$ cat config.mk
export PLATFORM = sky130hd
export DESIGN_NAME = noc_param_router
export DESIGN_NICKNAME = d
export VERILOG_FILES = /design/src/rtl/noc_param_router.sv
export SDC_FILE = /design/constraint.sdc
export NUM_CORES = 1
export LEC_CHECK = 0
export CELL_PAD_IN_SITES_DETAIL_PLACEMENT = 1
export CELL_PAD_IN_SITES_GLOBAL_PLACEMENT = 1
export CORE_UTILIZATION = 35
export CTS_CLUSTER_DIAMETER = 30
export CTS_CLUSTER_SIZE = 8
export DETAILED_ROUTE_END_ITERATION = 6
export GPL_TIMING_DRIVEN = 0
export HOLD_SLACK_MARGIN = 0.03
export PLACE_DENSITY_LB_ADDON = 0.12
export SLEW_MARGIN = 20
export SYNTH_ARGS = -nofsm -noshare
export SYNTH_HDL_FRONTEND = slang
export SYNTH_SLANG_ARGS = --single-unit
$ cat constraint.sdc
create_clock -name clk -period 6.8 [get_ports clk]
set_input_delay 1.36 -clock clk [delete_from_list [all_inputs] [get_ports clk]]
set_output_delay 1.36 -clock clk [all_outputs]
set_load 0.02 [all_outputs]
$ cat src/rtl/noc_param_router.sv
// noc_param_router: 5-port XY mesh router with input FIFOs, round-robin arbitration and credit flow control
module noc_param_router #(
    parameter int         XCOORD     = 0,
    parameter int         YCOORD     = 0,
    parameter int         FLIT_W     = 16,
    parameter int         FIFO_DEPTH = 4,
    parameter int         CREDITS    = 4,
    parameter logic [4:0] PORT_EN    = 5'h1F
) (
    input  logic                clk,
    input  logic                rst,
    input  logic [5*FLIT_W-1:0] i_in_data,
    input  logic [4:0]          i_in_valid,
    output logic [4:0]          o_in_credit,
    output logic [5*FLIT_W-1:0] o_out_data,
    output logic [4:0]          o_out_valid,
    input  logic [4:0]          i_out_credit,
    output logic                o_err_overflow,
    output logic                o_err_misroute
);
    localparam int AW = $clog2(FIFO_DEPTH);
    localparam int CW = $clog2(CREDITS + 1);
    localparam logic [AW:0]   FULL = (AW + 1)'(FIFO_DEPTH);
    localparam logic [CW-1:0] CMAX = CW'(CREDITS);
    localparam logic [3:0]    XC   = 4'(XCOORD);
    localparam logic [3:0]    YC   = 4'(YCOORD);

    logic [FLIT_W-1:0] r_mem [5][FIFO_DEPTH];
    logic [AW-1:0]     r_wp [5];
    logic [AW-1:0]     r_rp [5];
    logic [AW:0]       r_cnt [5];
    logic [CW-1:0]     r_cred [5];
    logic [2:0]        r_rr [5];
    logic [FLIT_W-1:0] r_odata [5];
    logic [4:0]        r_ovalid;
    logic [4:0]        r_icredit;
    logic              r_err_ovf;
    logic              r_err_mis;

    logic [FLIT_W-1:0] w_head [5];
    logic [2:0]        w_dst [5];
    logic [2:0]        w_gidx [5];
    logic [2:0]        w_idx;
    logic [4:0]        w_busy;
    logic [4:0]        w_mis;
    logic [4:0]        w_pop;
    logic [4:0]        w_wr;
    logic [4:0]        w_acc;
    logic [4:0]        w_ovf;
    logic [4:0]        w_gnt;

    // head flit of each FIFO and its XY route; a head aimed at an absent port is discarded
    always_comb begin
        for (int i = 0; i < 5; i++) begin
            w_head[i] = r_mem[i][r_rp[i]];
            w_busy[i] = r_cnt[i] != '0;
            w_dst[i]  = (w_head[i][7:4] > XC) ? 3'd2 :
                        (w_head[i][7:4] < XC) ? 3'd3 :
                        (w_head[i][3:0] > YC) ? 3'd1 :
                        (w_head[i][3:0] < YC) ? 3'd0 : 3'd4;
            w_mis[i]  = w_busy[i] && !PORT_EN[w_dst[i]];
        end
    end

    // per-output round-robin search starting at rr[o], only while the output holds a credit
    always_comb begin
        w_pop = w_mis;
        w_gnt = '0;
        w_idx = '0;
        for (int o = 0; o < 5; o++) begin
            w_gidx[o] = '0;
            for (int k = 0; k < 5; k++) begin
                w_idx = 3'((32'(r_rr[o]) + k) % 5);
                if (!w_gnt[o] && PORT_EN[o] && r_cred[o] != '0 && w_busy[w_idx] && w_dst[w_idx] == 3'(o)) begin
                    w_gnt[o]     = 1'b1;
                    w_gidx[o]    = w_idx;
                    w_pop[w_idx] = 1'b1;
                end
            end
        end
    end

    // writes are accepted when there is room, counting a same-cycle pop as room
    always_comb begin
        for (int i = 0; i < 5; i++) begin
            w_wr[i]  = i_in_valid[i] && PORT_EN[i];
            w_ovf[i] = w_wr[i] && r_cnt[i] == FULL && !w_pop[i];
            w_acc[i] = w_wr[i] && !w_ovf[i];
        end
    end

    // FIFO storage needs no reset: pointers and counts define validity
    always_ff @(posedge clk) begin
        for (int i = 0; i < 5; i++)
            if (w_acc[i]) r_mem[i][r_wp[i]] <= i_in_data[i*FLIT_W +: FLIT_W];
    end

    // FIFO pointers and occupancy
    always_ff @(posedge clk) begin
        for (int i = 0; i < 5; i++) begin
            if (rst) begin
                r_wp[i]  <= '0;
                r_rp[i]  <= '0;
                r_cnt[i] <= '0;
            end else begin
                if (w_acc[i]) r_wp[i] <= r_wp[i] + 1'b1;
                if (w_pop[i]) r_rp[i] <= r_rp[i] + 1'b1;
                r_cnt[i] <= r_cnt[i] + {{AW{1'b0}}, w_acc[i]} - {{AW{1'b0}}, w_pop[i]};
            end
        end
    end

    // registered outputs, credit counters, round-robin pointers and sticky error flags
    always_ff @(posedge clk) begin
        if (rst) begin
            r_ovalid  <= '0;
            r_icredit <= '0;
            r_err_ovf <= 1'b0;
            r_err_mis <= 1'b0;
            for (int o = 0; o < 5; o++) begin
                r_odata[o] <= '0;
                r_cred[o]  <= CMAX;
                r_rr[o]    <= '0;
            end
        end else begin
            r_ovalid  <= w_gnt;
            r_icredit <= w_pop & PORT_EN;
            r_err_ovf <= r_err_ovf || (|w_ovf);
            r_err_mis <= r_err_mis || (|w_mis);
            for (int o = 0; o < 5; o++) begin
                r_odata[o] <= w_gnt[o] ? w_head[w_gidx[o]] : '0;
                if (w_gnt[o]) r_rr[o] <= (w_gidx[o] == 3'd4) ? 3'd0 : w_gidx[o] + 3'd1;
                if (w_gnt[o] && !i_out_credit[o]) r_cred[o] <= r_cred[o] - 1'b1;
                else if (!w_gnt[o] && i_out_credit[o] && r_cred[o] != CMAX) r_cred[o] <= r_cred[o] + 1'b1;
            end
        end
    end

    // flatten the per-port output registers onto the output bus
    always_comb begin
        o_out_data = '0;
        for (int o = 0; o < 5; o++) o_out_data[o*FLIT_W +: FLIT_W] = r_odata[o];
    end

    assign o_out_valid    = r_ovalid & PORT_EN;
    assign o_in_credit    = r_icredit;
    assign o_err_overflow = r_err_ovf;
    assign o_err_misroute = r_err_mis;
endmodule

==> results of run 1 <==
==> worst paths after layout <==
path / to / slack (ns) / start
hold / removal: r_cnt[3][2] / 0.59 / r_cnt[3][2]
setup reg to reg: r_cnt[1][2] / 0.18 / r_rr[0][14]
setup / recovery: r_cnt[1][2] / 0.18 / r_rr[0][14]
hold reg to reg: r_cnt[3][2] / 0.59 / r_cnt[3][2]
==> state kept, by name (all words and copies together) (netlist names) <==
name,count
r_cred,15
r_wp,10
r_odata,80
o_err_overflow,1
o_in_credit,5
r_rp,10
r_cnt,15
r_mem,320
r_rr,9
o_out_valid,5
==> Yosys cell counts, types with 12 or more instances <==
library cell / count / share of area, %
nand2_1: 100 / 1.5
dfxtp_1: 106 / 8.6
a21oi_1: 51 / 1.0
a211oi_1: 15 / 0.46
nand3_1: 40 / 0.81
mux2_2: 15 / 0.68
xnor2_1: 37 / 1.3
nor3_1: 58 / 1.2
nor2b_1: 20 / 0.51
ha_1: 107 / 5.4
or2_2: 16 / 0.40
buf_2: 14 / 0.28
or4_1: 16 / 0.49
and3_1: 20 / 0.51
or3_1: 26 / 0.66
clkbuf_1: 65 / 0.99
a32oi_1: 14 / 0.50
edfxtp_1: 364 / 44
a2bb2oi_1: 26 / 0.92
nor2_1: 95 / 1.4
o21ai_0: 81 / 1.6
nand2b_1: 13 / 0.33
o21ai_1: 15 / 0.30
o211ai_1: 24 / 0.73
mux4_2: 80 / 7.3
mux2i_1: 92 / 3.7
nor3b_1: 12 / 0.36
o31ai_1: 12 / 0.36
nor4_1: 23 / 0.58
nand4_1: 18 / 0.46
a31oi_1: 17 / 0.43
and2_1: 38 / 0.96
inv_1: 98 / 1.5
==> per-stage QoR <==
stage	setup WS (ns)	instance area, µm²	cells	hold WS, ns
2_1_floorplan	0.0337	24900	2023	0.522
3_3_place_gp	-1.99	27900	3145	0.550
3_5_place_dp	-2.24	28000	3152	0.576
4_1_cts	0.00411	31400	3334	0.580
5_1_grt	-0.133	31800	3354	0.620
6_report	0.183	31800	3355	0.592
==> worst min-delay path: stages (launching register included) <==
cell,delay [ns]
dfxtp_1,0.33
xnor2_1,0.17
nor2_1,0.04
==> repair_timing <==
action,in CTS,in global routing
gates resized for setup,97,88
buffers inserted,30,22
hold endpoints to repair,0,0
pin swaps,14,22
setup endpoints to repair,455,364
==> kinds of logic after synthesis <==
logic type      Yosys count  share of synthesized area (%)
compound gates          415                           12.2
xor+xnor                 47                           1.67
fa+ha+maj               118                           6.31
buf+inv                 197                           3.23
flops                   470                           52.8
mux                     192                           12.0
other cells               1                         0.0152
simple gates            537                           11.8
==> routing by layer <==
metal | vias to the layer above | wire length, µm | GRT usage, %
met5 | - | 73 | 0
met1 | 9339 | 34500 | 28.6
met3 | 149 | 3750 | 3.52
met2 | 464 | 41900 | 40.3
met4 | 12 | 2500 | 8.39
li1 | 8382 | - | -
==> area by class of cell <==
type / instances / area share, %
Multi-Input combinational cell: 1356 / 36.7
Timing Repair Buffer: 241 / 7.08
Antenna cell: 2 / 0.0157
Sequential cell: 470 / 41.0
Inverter: 103 / 1.32
Buffer: 88 / 1.48
Clock inverter: 35 / 1.34
Tap cell: 940 / 3.69
Clock buffer: 120 / 7.41
==> results.md, run 1 <==
* Status: complete, no violations
* Post-Route WL at just over 80000 µm
* Hpwl dp at around 60000 µm
* Number of synthesized flops with an enable pin at between 300 and 400
* Crit path required time at ~7.2 ns
* Period Utilization, post-route at just under 100%
* Max-slew violations at 0
* Core Footprint at ~70000 µm²
* TritonCTS Buffers at 85
* Number of remaining DRC errors at 0
* I/O Pins at around 180
* Detail Route Antenna Nets at 0
* Yosys warning total at 0
* Port Buffers at 182
* DR pass1 iterations at 5
* Sequential share of the synthesized area at roughly 53%
* Setup TNS at 0 ns
* Die Span X at between 200 and 300 µm
* Ys flop type: edfxtp_1
* Most common cell after layout, fill and taps aside: edfxtp_1
* Buffers plus inverters on the worst setup path at 6
* CTS tree: done
* Utilization after layout at a little under half
* # Max-Cap Violations at 0
* Slew HR at 32.3%
* CP peak stage delay at between 0.5 and 0.6 ns
* DRT iter0 DRCs at slightly below 1000
* Worst-path maximum fanout at 10
* Placer Congestion at slightly above 0.9
* Area of the multi-input gates at approximately 12000 µm²
* WL per Instance at approximately 25 µm
* Ys async rst share at 0%
* Initial core utilization at 35.4%
* Area taken by flip-flops and latches at roughly 13000 µm²
* Clock Tree Buf Depth at 3
* Post-CTS Hold Buffers at 0
* Most common cell on crit path: inv_1
* CP Depth at 28
* Setup violators final at 0
* Area growth syn-to-layout at 28.8%
* Setup CP Type: reg -> reg
* RSZ-0062 raised after global routing: true
* Layout cell share with drive strength beyond 1 at between 10% and 20%
* Vias at 18300
* Clock slew at reported path FFs at ~0.04 ns
* Final Hold Viols at 0
* Worst-Skew Late Latency at between 0.6 and 0.7 ns
* CTS Sinks at 470
* Fillers at ~7400
* Worst-margin pin slew at 1.01 ns
* Worst setup SP type: flip-flop
* Die area at between 70000 and 80000 µm²
* Max stage delay cell, worst path: a2111oi_4
* Largest net degree at the start of global routing at 17
* Mean Syn Cell Area at between 10 and 15 µm²
* GRT Resource Usage Total at between 20% and 30%
* Mapped Area at about 25000 µm²
* Crit-path leading delay family: compound AO/OA/AOI/OAI gates
* Clock root cell: clkbuf_16
* Most frequent cells in the layout: 364 x edfxtp_1, 182 x clkdlybuf4s50_1, 106 x dfxtp_1, 100 x nand2_1, 98 x ha_1
* Vias in the first global route at 19300
* Worst Path Arrival at just over 7 ns
* Remaining Overflow, GRT at 0
* Die Ht at roughly 270 µm
* Layout Skew at roughly 0.021 ns
* WHS Path Cells at 2
* Initial antenna violation count at 10
* Synthesized flop and latch total at 470
* Worst R2R Path Depth at 28
* Critical Path End Type: flip-flop
* Crit path time final at 6.62 ns
* Maximum clock frequency at around 150 MHz
* Global-route wire length before repair at roughly 120000 µm
* Yosys cell types at 101
* Nets at around 2600
* H-tree levels at 3
* Cells after Synth at about 2000
* Via/cell ratio at ~5.5
* Type of the worst min-delay path: reg -> reg
* Row cnt at between 90 and 100
Power of run 1 is not shown: default switching activity piles up to over one toggle a cycle in this logic, so the estimate is an artifact.
==> run 2, diff against run 1 <==
Settings changed: GPL_ROUTABILITY_DRIVEN set to 0, GPL_TIMING_DRIVEN 0 to not set.
==> run 2 against run 1 <==
Hold slack improved by 0.0039 ns. Die area is the same. Via count is 0.33% lower. Final area up 0.48%. Register-to-register slack improved by 0.20 ns. First-iteration DRC count up 17%. Core utilization up 0.22 points. Sequential cell count stayed put. Largest cell class unchanged.
==> results.md, run 2 (synthesized netlist as in run 1, its figures left out) <==
* DRT iter0 DRCs at 1128 (+17%)
* Period Utilization, post-route at 94.4% (-2.9 points)
* Maximum clock frequency at 156 MHz (+3.0%)
* CTS tree: done
* GRT busiest layer: met2
* Layout cell share with drive strength beyond 1 at 18.9% (-0.78 points)
* Via/cell ratio at 5.44 (-0.45%)
* Crit path time final at 6.42 ns (-0.196 ns)
* Worst-margin pin slew at 1.12 ns (+0.116 ns)
* Remaining Overflow, GRT at 0 (unchanged)
* Largest net degree at the start of global routing at 39 (+22)
* Clock root cell: clkbuf_16
* Vias at 18300 (-0.33%)
* Area taken by flip-flops and latches at 13100 µm² (unchanged)
* Status: complete, no violations
* Port Buffers at 182 (unchanged)
* # Max-Cap Violations at 0 (unchanged)
* Slew HR at 24.1% (-8.2 points)
* Final Hold Viols at 0 (unchanged)
* Crit path required time at 7.29 ns (+0.05 ns)
* RSZ-0062 raised after global routing: false
* Worst Path Arrival at 6.91 ns (-0.14 ns)
* WL per Instance at 23.9 µm (-3.1%)
* Global-route wire length before repair at 121000 µm (-1.5%)
* Critical Path End Type: flip-flop
* Most frequent cells in the layout: 364 x edfxtp_1, 181 x clkdlybuf4s50_1, 116 x buf_4, 106 x ha_1, 106 x dfxtp_1
* Detail Route Antenna Nets at 0 (unchanged)
* Clock Tree Buf Depth at 3 (unchanged)
* Worst-Skew Late Latency at 0.65 ns (+0.04 ns)
* TritonCTS Buffers at 101 (+19%)
* Met2 GRT Util at 39.9% (-0.40 points)
* Layout Skew at 0.0217 ns (+0.000708 ns)
* Row cnt at 97 (unchanged)
* DR pass1 iterations at 5 (unchanged)
* H-tree levels at 3 (unchanged)
* Met3 usage at 4.45% (+0.93 points)
* Setup violators final at 0 (unchanged)
* Initial core utilization at 35.4% (unchanged)
* GR Util met1 at 26.9% (-1.7 points)
* Core Footprint at 69900 µm² (unchanged)
* Most common cell after layout, fill and taps aside: edfxtp_1
* Area of the multi-input gates at 11200 µm² (-4.4%)
* I/O Pins at 184 (unchanged)
* Initial antenna violation count at 7 (-3)
* Max reg flops at 320 (unchanged)
* Setup CP Type: reg -> reg
* Worst-path maximum fanout at 11 (+1)
* Post-Route WL at 80200 µm (-3.0%)
* Clock slew at reported path FFs at 0.04 ns (about the same)
* Die Ht at 268 µm (unchanged)
* CTS Sinks at 470 (unchanged)
* Hpwl dp at 60300 µm (-2.0%)
* Worst setup SP type: flip-flop
* Area growth syn-to-layout at 29.4%
* Vias in the first global route at 19600 (+1.9%)
* GRT Resource Usage Total at 22.5% (-0.53 points)
* Setup TNS at 0 ns (unchanged)
* Number of remaining DRC errors at 0 (unchanged)
* Type of the worst min-delay path: reg -> reg
* Die area at 71700 µm² (unchanged)
* Nets at 2541 (-0.55%)
* Max-slew violations at 0 (unchanged)
* Fillers at 7277 (-1.2%)
* Die Span X at 268 µm (unchanged)
## run 2: cell count changes in the layout (fill, tap and decap cells not counted), moves of 7 or more
cell,previous run,this run
buf_4,60,116
clkbuf_1,70,17
buf_2,17,1
clkbuf_16,87,102
and2_1,24,38
and2_2,13,0
nor4_1,11,22
nor4_2,12,1
ha_1,98,106
clkbuf_2,7,0
nor3_1,50,57
## run 2: worst paths after layout
check	cells after the start	to	from	slack, ns
min reg2reg	1	r_cred[4][0]	r_cred[4][0]	0.60
max	26	r_cnt[4][2]	r_rr[0][8]	0.38
min	1	r_cred[4][0]	r_cred[4][0]	0.60
max reg2reg	26	r_cnt[4][2]	r_rr[0][8]	0.38
## run 2: area by class of cell
cell class / instances / share of cell area, %
antenna: 2 / 0.0156
clock buffer: 128 / 8.56
clock inverter: 61 / 2.39
inverter: 103 / 1.21
multi-input combinational: 1356 / 34.9
sequential: 470 / 40.8
tap: 940 / 3.68
timing repair buffer: 299 / 8.46
## run 2: what timing repair did
| item | 4_1_cts | 5_1_grt |
|---|---|---|
| gates resized for setup | 2 | 25 |
| endpoints found under the setup margin | 2 | 292 |
| hold buffers | 0 | 0 |
| setup buffers | 0 | 10 |
| pin swaps | 0 | 3 |
## run 2: per-layer routing
layer,vias to the layer above,routed length (µm)
li1,8375,-
met1,9288,32900
met2,460,41000
met3,153,3980
met4,10,2200
met5,-,63
## run 2: per-stage QoR
step / instances / setup WS, ns / hold WS [ns] / utilization, % / instance area (µm²)
3_3_place_gp: 3158 / 0.120 / 0.560 / 40.5 / 28300
6_report: 3359 / 0.379 / 0.596 / 45.8 / 32000
4_1_cts: 3347 / 0.0253 / 0.596 / 45.5 / 31800
2_1_floorplan: 2023 / 0.0337 / 0.522 / - / 24900
3_5_place_dp: 3158 / -0.0397 / 0.594 / 40.5 / 28300
5_1_grt: 3357 / 0.00217 / 0.607 / 45.8 / 32000
## run 2: worst max-delay path: stages, from the launching register on
cell	delay, ns
edfxtp_1	0.55
buf_4	0.22
ha_1	0.19
a21oi_1	0.20
inv_1	0.11
ha_1	0.33
or4bb_1	0.49
o311ai_1	0.24
o21a_1	0.34
mux2i_1	0.14
buf_4	0.17
and2_1	0.16
a2111o_1	0.38
a211o_2	0.40
mux2i_1	0.16
a221o_1	0.38
or2_1	0.30
nor2_1	0.17
inv_1	0.07
ha_1	0.27
inv_1	0.06
ha_1	0.14
inv_1	0.06
fa_1	0.39
xor2_1	0.18
xnor2_1	0.14
nor2_1	0.05
Power of run 2 is left out for the same reason.
==> run 3, diff against run 2 <==
Settings changed: CORE_UTILIZATION 35 to 44, GPL_ROUTABILITY_DRIVEN 0 to not set.
==> run 3 against run 2 <==
Global-route usage increased by 6.3 points. Clock skew increased by 0.028 ns. Final cell count decreased by 6.4%. Critical path type unchanged. Critical endpoint is now r_cnt[3][2].
==> results.md, run 3 (synthesized netlist as in run 1, its figures left out) <==
* WHS Path Cells at 2 (+1)
* Type of the worst min-delay path: reg -> reg
* Clock slew at reported path FFs at 0.05 ns (about the same)
* Worst Hold End: r_cnt[3][2]
* Worst Path Arrival at 6.93 ns (+0.02 ns)
* CTS Sinks at 470 (unchanged)
* Fin area at 31500 µm² (-1.6%)
* Fillers at 5596 (-23%)
* Core Footprint at 55300 µm² (-21%)
* Setup violators final at 0 (unchanged)
* Layout Skew at 0.0500 ns (+0.0283 ns)
* Status: complete, no violations
* Critical Path End Type: flip-flop
* Worst R2R Path Depth at 28 (+7.7%)
* Max reg flops at 320 (unchanged)
* Port Buffers at 182 (unchanged)
* TritonCTS Buffers at 97 (-4.0%)
* Max-slew violations at 0 (unchanged)
* Post-Route WL at 81700 µm (+2.0%)
* I/O Pins at 184 (unchanged)
* DR pass1 iterations at 5 (unchanged)
* Row cnt at 86 (-11%)
* DRT iter0 DRCs at 1393 (+23%)
* # Max-Cap Violations at 0 (unchanged)
* Crit path time final at 6.45 ns (+0.0289 ns)
* DP Area at 28000 µm² (-1.2%)
* Die Ht at 239 µm (-11%)
* WL per Instance at 26.0 µm (+8.9%)
* Initial core utilization at 44.7% (+9.3 points)
* CP peak stage delay at 0.49 ns (-0.06 ns)
* Worst setup SP type: flip-flop
* Detail Route Antenna Nets at 0 (unchanged)
* H-tree levels at 3 (unchanged)
* Setup CP Type: reg -> reg
* R2R Path End: r_cnt[3][2]
* Via/cell ratio at 5.86 (+7.7%)
* Vias at 18400 (+0.81%)
* CTS tree: done
* Maximum clock frequency at 155 MHz (-0.45%)
* Largest net degree at the start of global routing at 39 (unchanged)
* Reg2Reg Launch Point: r_rr[0][13]
* R2r setup slk at 0.35 ns (-0.03 ns)
* Hpwl dp at 58700 µm (-2.7%)
* Area growth syn-to-layout at 27.4%
* Worst-Skew Late Latency at 0.64 ns (about the same)
* Most common cell after layout, fill and taps aside: edfxtp_1
* Crit path required time at 7.28 ns (about the same)
* Remaining Overflow, GRT at 0 (unchanged)
* Die Span X at 239 µm (-11%)
* Nets at 2519 (-0.87%)
* Clock Tree Buf Depth at 3 (unchanged)
* Vias in the first global route at 19800 (+0.89%)
* GRT Resource Usage Total at 28.8% (+6.3 points)
* Final Hold Viols at 0 (unchanged)
* Clock root cell: clkbuf_16
* Slew HR at 29.7% (+5.6 points)
* Global-route wire length before repair at 122000 µm (+1.4%)
* Worst-path maximum fanout at 9 (-2)
* Period Utilization, post-route at 94.9% (+0.43 points)
* Worst-margin pin slew at 1.05 ns (-0.0761 ns)
* Max stage delay cell, worst path: a2111o_1
* Die area at 57100 µm² (-20%)
* Setup TNS at 0 ns (unchanged)
* Post-CTS Hold Buffers at 0 (unchanged)
* Initial antenna violation count at 6 (-1)
* Layout cell share with drive strength beyond 1 at 17.9% (-1.0 points)
* Most frequent cells in the layout: 364 x edfxtp_1, 181 x clkdlybuf4s50_1, 107 x ha_1, 106 x dfxtp_1, 101 x clkbuf_16
* Min-delay src: r_cnt[3][2]
* Placer Congestion at 0.929
* Number of remaining DRC errors at 0 (unchanged)
==> run 3: cell count changes in the layout (fill, tap and decap cells not counted), moves of 4 or more <==
cell and change:
clkbuf_1 +10, clkinvlp_4 -4, clkbuf_8 -5, and2_1 -6, and2_2 +6, buf_4 -18
==> run 3: worst max-delay path by stage <==
| stage | from | endpoint | slack [ns] | cells past startpoint |
|---|---|---|---|---|
| finish | r_rr[0][13] | r_cnt[3][2] | 0.35 | 28 |
| CTS | r_rr[0][8] | r_cnt[3][2] | 0.02 | 27 |
| global placement | r_rr[0][8] | r_cnt[3][2] | 0.20 | 27 |
| global route | r_rr[0][8] | r_cnt[0][2] | -0.03 | 25 |
| floorplan | r_rr[0][6] | r_cnt[4][2] | 0.03 | 33 |
| detailed placement | r_rr[0][8] | r_cnt[3][2] | 0.08 | 27 |
==> run 3: cell type report <==
| type | count | area [µm²] | share of cell area, % |
|---|---|---|---|
| Inverter | 103 | 387 | 1.23 |
| Clock buffer | 132 | 2680 | 8.52 |
| Multi-Input combinational cell | 1356 | 11200 | 35.6 |
| Sequential cell | 470 | 13100 | 41.4 |
| Tap cell | 748 | 936 | 2.97 |
| Timing Repair Buffer | 281 | 2570 | 8.17 |
| Antenna cell | 2 | 5.00 | 0.0159 |
| Clock inverter | 52 | 652 | 2.07 |
==> run 3: metal layers <==
metal / global-route usage [%] / up-vias / share of wire [%]
li1: - / 8312 / -
met1: 34.7 / 9331 / 40
met2: 51.2 / 587 / 52
met3: 4.53 / 197 / 4.7
met4: 11.7 / 8 / 3.8
met5: 0 / - / 0.061
==> run 3: per-stage QoR <==
step / worst slack, ns / utilization (%) / hold slack [ns] / cells
finish: 0.350 / 56.9 / 0.575 / 3144
global route: -0.0302 / 56.9 / 0.597 / 3143
CTS: 0.0211 / 56.6 / 0.574 / 3138
detailed placement: 0.0794 / 50.6 / 0.565 / 2954
global placement: 0.196 / 50.6 / 0.549 / 2954
floorplan: 0.0337 / - / 0.522 / 2023
==> run 3: timing repair <==
item,in CTS,in global routing
gates resized for setup,0,30
buffers inserted,0,4
endpoints found under the setup margin,0,274
==> run 3: critical path, delay by kind of cell, from the launching register on <==
kind | cells | cell delay [ns]
AOI/OAI and AO/OA | 7 | 1.83
adders and majority gates | 6 | 1.52
and+or+nand+nor | 5 | 1.12
buffers and inverters | 6 | 0.73
xor gates and xnor gates | 3 | 0.47
DFF | 1 | 0.39
muxes | 1 | 0.25
Power of run 3 is left out for the same reason.
==> patch 1 (config.mk and constraints of run 1) <==
Put one more register stage on the output `o_err_misroute`, cleared by the reset. The value now appears one clock later. The other outputs are not delayed to match.
--- a/src/rtl/noc_param_router.sv
+++ b/src/rtl/noc_param_router.sv
@@ -145,6 +145,12 @@
     assign o_out_valid    = r_ovalid & PORT_EN;
     assign o_in_credit    = r_icredit;
     assign o_err_overflow = r_err_ovf;
-    assign o_err_misroute = r_err_mis;
+    always_ff @(posedge clk) begin
+        if (rst) begin
+            o_err_misroute <= '0;
+        end else begin
+            o_err_misroute <= r_err_mis;
+        end
+    end
 endmodule
 
Function: not settled (the Yosys comparison gave no result); the edit may change what the design does.
==> patch 1 against run 1 <==
- routed wire length shrank 0.29%
- cell area grew 0.31%
- fmax grew 1.3%
- area after synthesis grew 0.14%
- die area grew 0.13%
- setup slack gained 86 ps
- critical path type unchanged
- non-clock buffer count grew 10
- sequential cell count is the same
- largest cell class unchanged
Power is not shown: default switching activity piles up to over one toggle a cycle in this logic, so the estimate is an artifact.
==> patch 1: results (changes against run 1) <==
| Metric | Value |
|---|---|
| Outcome | finished, final reports clean |
| Reg2Reg Depth | 29 (+3.6%) |
| Non-clk bufs | 339 (+3.0%) |
| Filler Cell Count | 7219 (-1.9%) |
| R2R Path Start | r_rr[0][4] |
| Layout cell share with drive strength beyond 1 | 0.2074 (+0.01059) |
| Initial antenna violation count | 0 (-10) |
| # clk buffers | 128 (+6.7%) |
| Clock Skew | 14.88 ps (-6.114 ps) |
| Placer Congestion | 0.9255 (+0.30%) |
| Initial DRC Count | 919 (-5.1%) |
| DRT Pass-1 Iters | 6 (+1) |
| Largest stage delay, worst path | 490 ps (-40 ps) |
| Number of global-route vias before repair | 19017 (-1.4%) |
| Crit-path leading delay family | adder cells |
| Post-CTS Resized | 92 (-5.2%) |
| Unique masters post-synth | 111 (+9.9%) |
| GRT Total Usage | 0.2294 (-0.0005574) |
| Flop2flop setup slack | 270 ps (+90 ps) |
| Reg2Reg Capture Point | r_cnt[3][2] |
| Cts bufs inserted | 89 (+4.7%) |
| Final WL | 82.41 mm (-0.29%) |
| Post-CTS Setup Bufs | 29 (-3.3%) |
| HPWL Detailed | 61.53 mm (about the same) |
| Slew Limit Headroom | 0.2334 (-0.08974) |
| Clock-cell share | 0.08840 (+0.0008616) |
| First-pass GRT wire length | 121.3 mm (-0.95%) |
| Synth area leaders | edfxtp_1, dfxtp_1, mux4_2 |
| Invs w/o clock | 93 (-9.7%) |
| Via count | 17995 (-1.9%) |
| Signal buffers share of area | 0.08821 (+0.002591) |
| Seq cells | 470 (unchanged) |
| # diodes | 0 (-2) |
| Die width | 267.9 um (about the same) |
| Post-synth top cells | edfxtp_1, dfxtp_1, ha_1, nand2_1, nor2_1 |
| Post-Place Cell Area | 0.02803 mm2 (+0.15%) |
patch 1: changes by cell type after synthesis, moves of 10 or more:
cell and delta:
nand2b_1 +21, clkbuf_1 -12, nor3_1 -19, and3_1 -11
a32oi_1 -10, buf_2 +10, o21ai_0 -25, o21ai_1 -10
inv_1 -11, and3b_1 +11, o2bb2ai_1 +11
patch 1: worst max path at each step:
stage                    end  cells past startpoint        start  slack [ps]
4_1_cts         r_mem[0][54]                     23  r_rr[0][12]           1
2_1_floorplan    r_cnt[4][2]                     29   r_rr[0][6]          20
5_1_grt          r_cnt[3][2]                     30  r_rr[0][12]         -30
3_5_place_dp   r_mem[0][203]                     23  r_rr[0][12]       -2080
6_report         r_cnt[3][2]                     29   r_rr[0][4]         270
3_3_place_gp   r_mem[0][253]                     23  r_rr[0][12]       -2010
patch 1: metrics by stage:
| stage | std cells | hold slack [ps] | setup TNS (ps) | utilization |
|---|---|---|---|---|
| final | 3331 | 608.7 | 0 | 0.4562 |
| after global routing | 3331 | 631.0 | -33.07 | 0.4562 |
| after CTS | 3295 | 593.7 | 0 | 0.4484 |
| after detailed placement | 3102 | 578.6 | -694560 | 0.4002 |
| after global placement | 3097 | 537.2 | -629590 | 0.3988 |
| after floorplan | 1975 | 520.9 | 0 | - |
patch 1: cell families after synthesis:
group | after synthesis | synth area share
adder cells (fa/ha/maj) | 114 | 0.06096
buffers and inverters | 181 | 0.03033
flip-flops | 470 | 0.5273
AO/OA/AOI/OAI | 347 | 0.1049
XOR/XNOR | 53 | 0.01936
multiplexers | 196 | 0.1260
AND/OR/NAND/NOR | 567 | 0.1310
other | 1 | 0.0001515
patch 1: metal layers:
metal  GRT usage  part of all wire
met5           0                 0
met4     0.09730             0.037
met3     0.02648             0.032
met2      0.3960              0.50
met1      0.2907              0.43
==> patch 2 (settings of run 1) <==
Made on the original files. Set the parameter `FLIT_W` to 18 (it was 16).
--- a/src/rtl/noc_param_router.sv
+++ b/src/rtl/noc_param_router.sv
@@ -2,7 +2,7 @@
 module noc_param_router #(
     parameter int         XCOORD     = 0,
     parameter int         YCOORD     = 0,
-    parameter int         FLIT_W     = 16,
+    parameter int         FLIT_W     = 18,
     parameter int         FIFO_DEPTH = 4,
     parameter int         CREDITS    = 4,
     parameter logic [4:0] PORT_EN    = 5'h1F
Interface: changed (resized i_in_data and o_out_data); port bits go from 184 to 204. The function was not compared with the original's and may differ.
==> patch 2 against run 1 <==
- first-iteration DRC count increased by 40%
- routed wire length increased by 10%
- utilization increased by 1.2 points
- cell count increased by 6.0%
- area after synthesis increased by 7.4%
- sequential cell count increased by 50
- cell area increased by 9.7%
- die area increased by 7.3%
- synthesized cell count increased by 4.4%
- fmax increased by 1.4%
- count of clock-buffer cells in the layout increased by 33
- setup slack improved by 89 ps
- critical path type unchanged
Power is not shown: default switching activity piles up to over one toggle a cycle in this logic, so the estimate is an artifact.
==> patch 2: results (changes against run 1) <==
| Metric | Value |
|---|---|
| Outcome | finished, final reports clean |
| # clk buffers | 153 (+28%) |
| Core Area | 0.07470 mm2 (+6.9%) |
| EDFF count, synth | 404 (+11%) |
| GRT Total Usage | 0.2330 (+0.003024) |
| CP max-delay cell | or4b_2 |
| Number of global-route vias before repair | 20532 (+6.5%) |
| NumNets Final | 2710 (+6.1%) |
| Mux cell area share after synthesis | 0.1154 (-0.004640) |
| Cts bufs inserted | 109 (+28%) |
| Routing usage on met2 | 0.4048 (+0.001839) |
| Dpl ws | -2436 ps (-199.5 ps) |
| Post-Place Cell Area | 0.03006 mm2 (+7.4%) |
| Flop2flop setup slack | 270 ps (+90 ps) |
| Largest family of logic cells by synthesized area | simple AND/OR/NAND/NOR gates |
| Layout cell share with drive strength beyond 1 | 0.2061 (+0.009259) |
| Hold Path Stages | 1 (-1) |
| R2R Path Start | r_rr[0][6] |
| Compound-gate portion of the synthesized area | 0.1173 (-0.004429) |
| Period minus WS final | 6528 ps (-89.05 ps) |
| Invs w/o clock | 100 (-2.9%) |
| Placed Cells | 3289 (+4.3%) |
| Met3 WL post-DR | 4.174 mm (+11%) |
| Filler Cell Count | 7589 (+3.1%) |
| Vias/cell | 5.530 (+1.1%) |
| Placer Congestion | 0.9039 (-2.0%) |
| Post-Route M1 WL | 38.39 mm (+11%) |
| Synth Instances | 2064 (+4.4%) |
| Seq cells | 520 (+11%) |
| Post-synth top cells | edfxtp_1, dfxtp_1, nand2_1, ha_1, nor2_1 |
| Min-delay src | r_cred[4][0] |
| Finished Layout Cells | 3555 (+6.0%) |
| Multi-input gate count | 1405 (+3.6%) |
| Met1 GRT Util | 0.2950 (+0.009059) |
| CP arrival | 7040 ps (about the same) |
| Unique masters post-synth | 104 (+3.0%) |
| Crit Path Max Fanout | 13 (+3) |
| Initial antenna violation count | 5 (-5) |
| First-pass GRT wire length | 133.6 mm (+9.1%) |
patch 2: cell types whose count changed in the layout (fill, tap and decap cells not counted), moves of 14 or more:
cell	run 1	this run
o21ai_0	75	57
a2bb2oi_1	26	2
clkdlybuf4s50_1	182	202
o21ai_1	19	3
clkbuf_16	87	111
edfxtp_1	364	404
a211oi_1	14	37
buf_4	60	75
nand2_1	100	114
o221ai_1	2	25
patch 2: worst reg2reg max path: cells and delay by family, from the launching register on:
| kind | cells | cell delay [ps] |
|---|---|---|
| adder cells (fa/ha/maj) | 6 | 1670 |
| AND/OR/NAND/NOR | 6 | 1620 |
| AO/OA/AOI/OAI | 5 | 1450 |
| buffers and inverters | 9 | 1040 |
| flip-flops | 1 | 320 |
| XOR/XNOR | 2 | 320 |
patch 2: timing repair:
item	CTS	global route
setup endpoints to repair	502	423
pin swaps	16	21
gates cloned	0	0
setup buffers	30	33
resized for setup	101	68
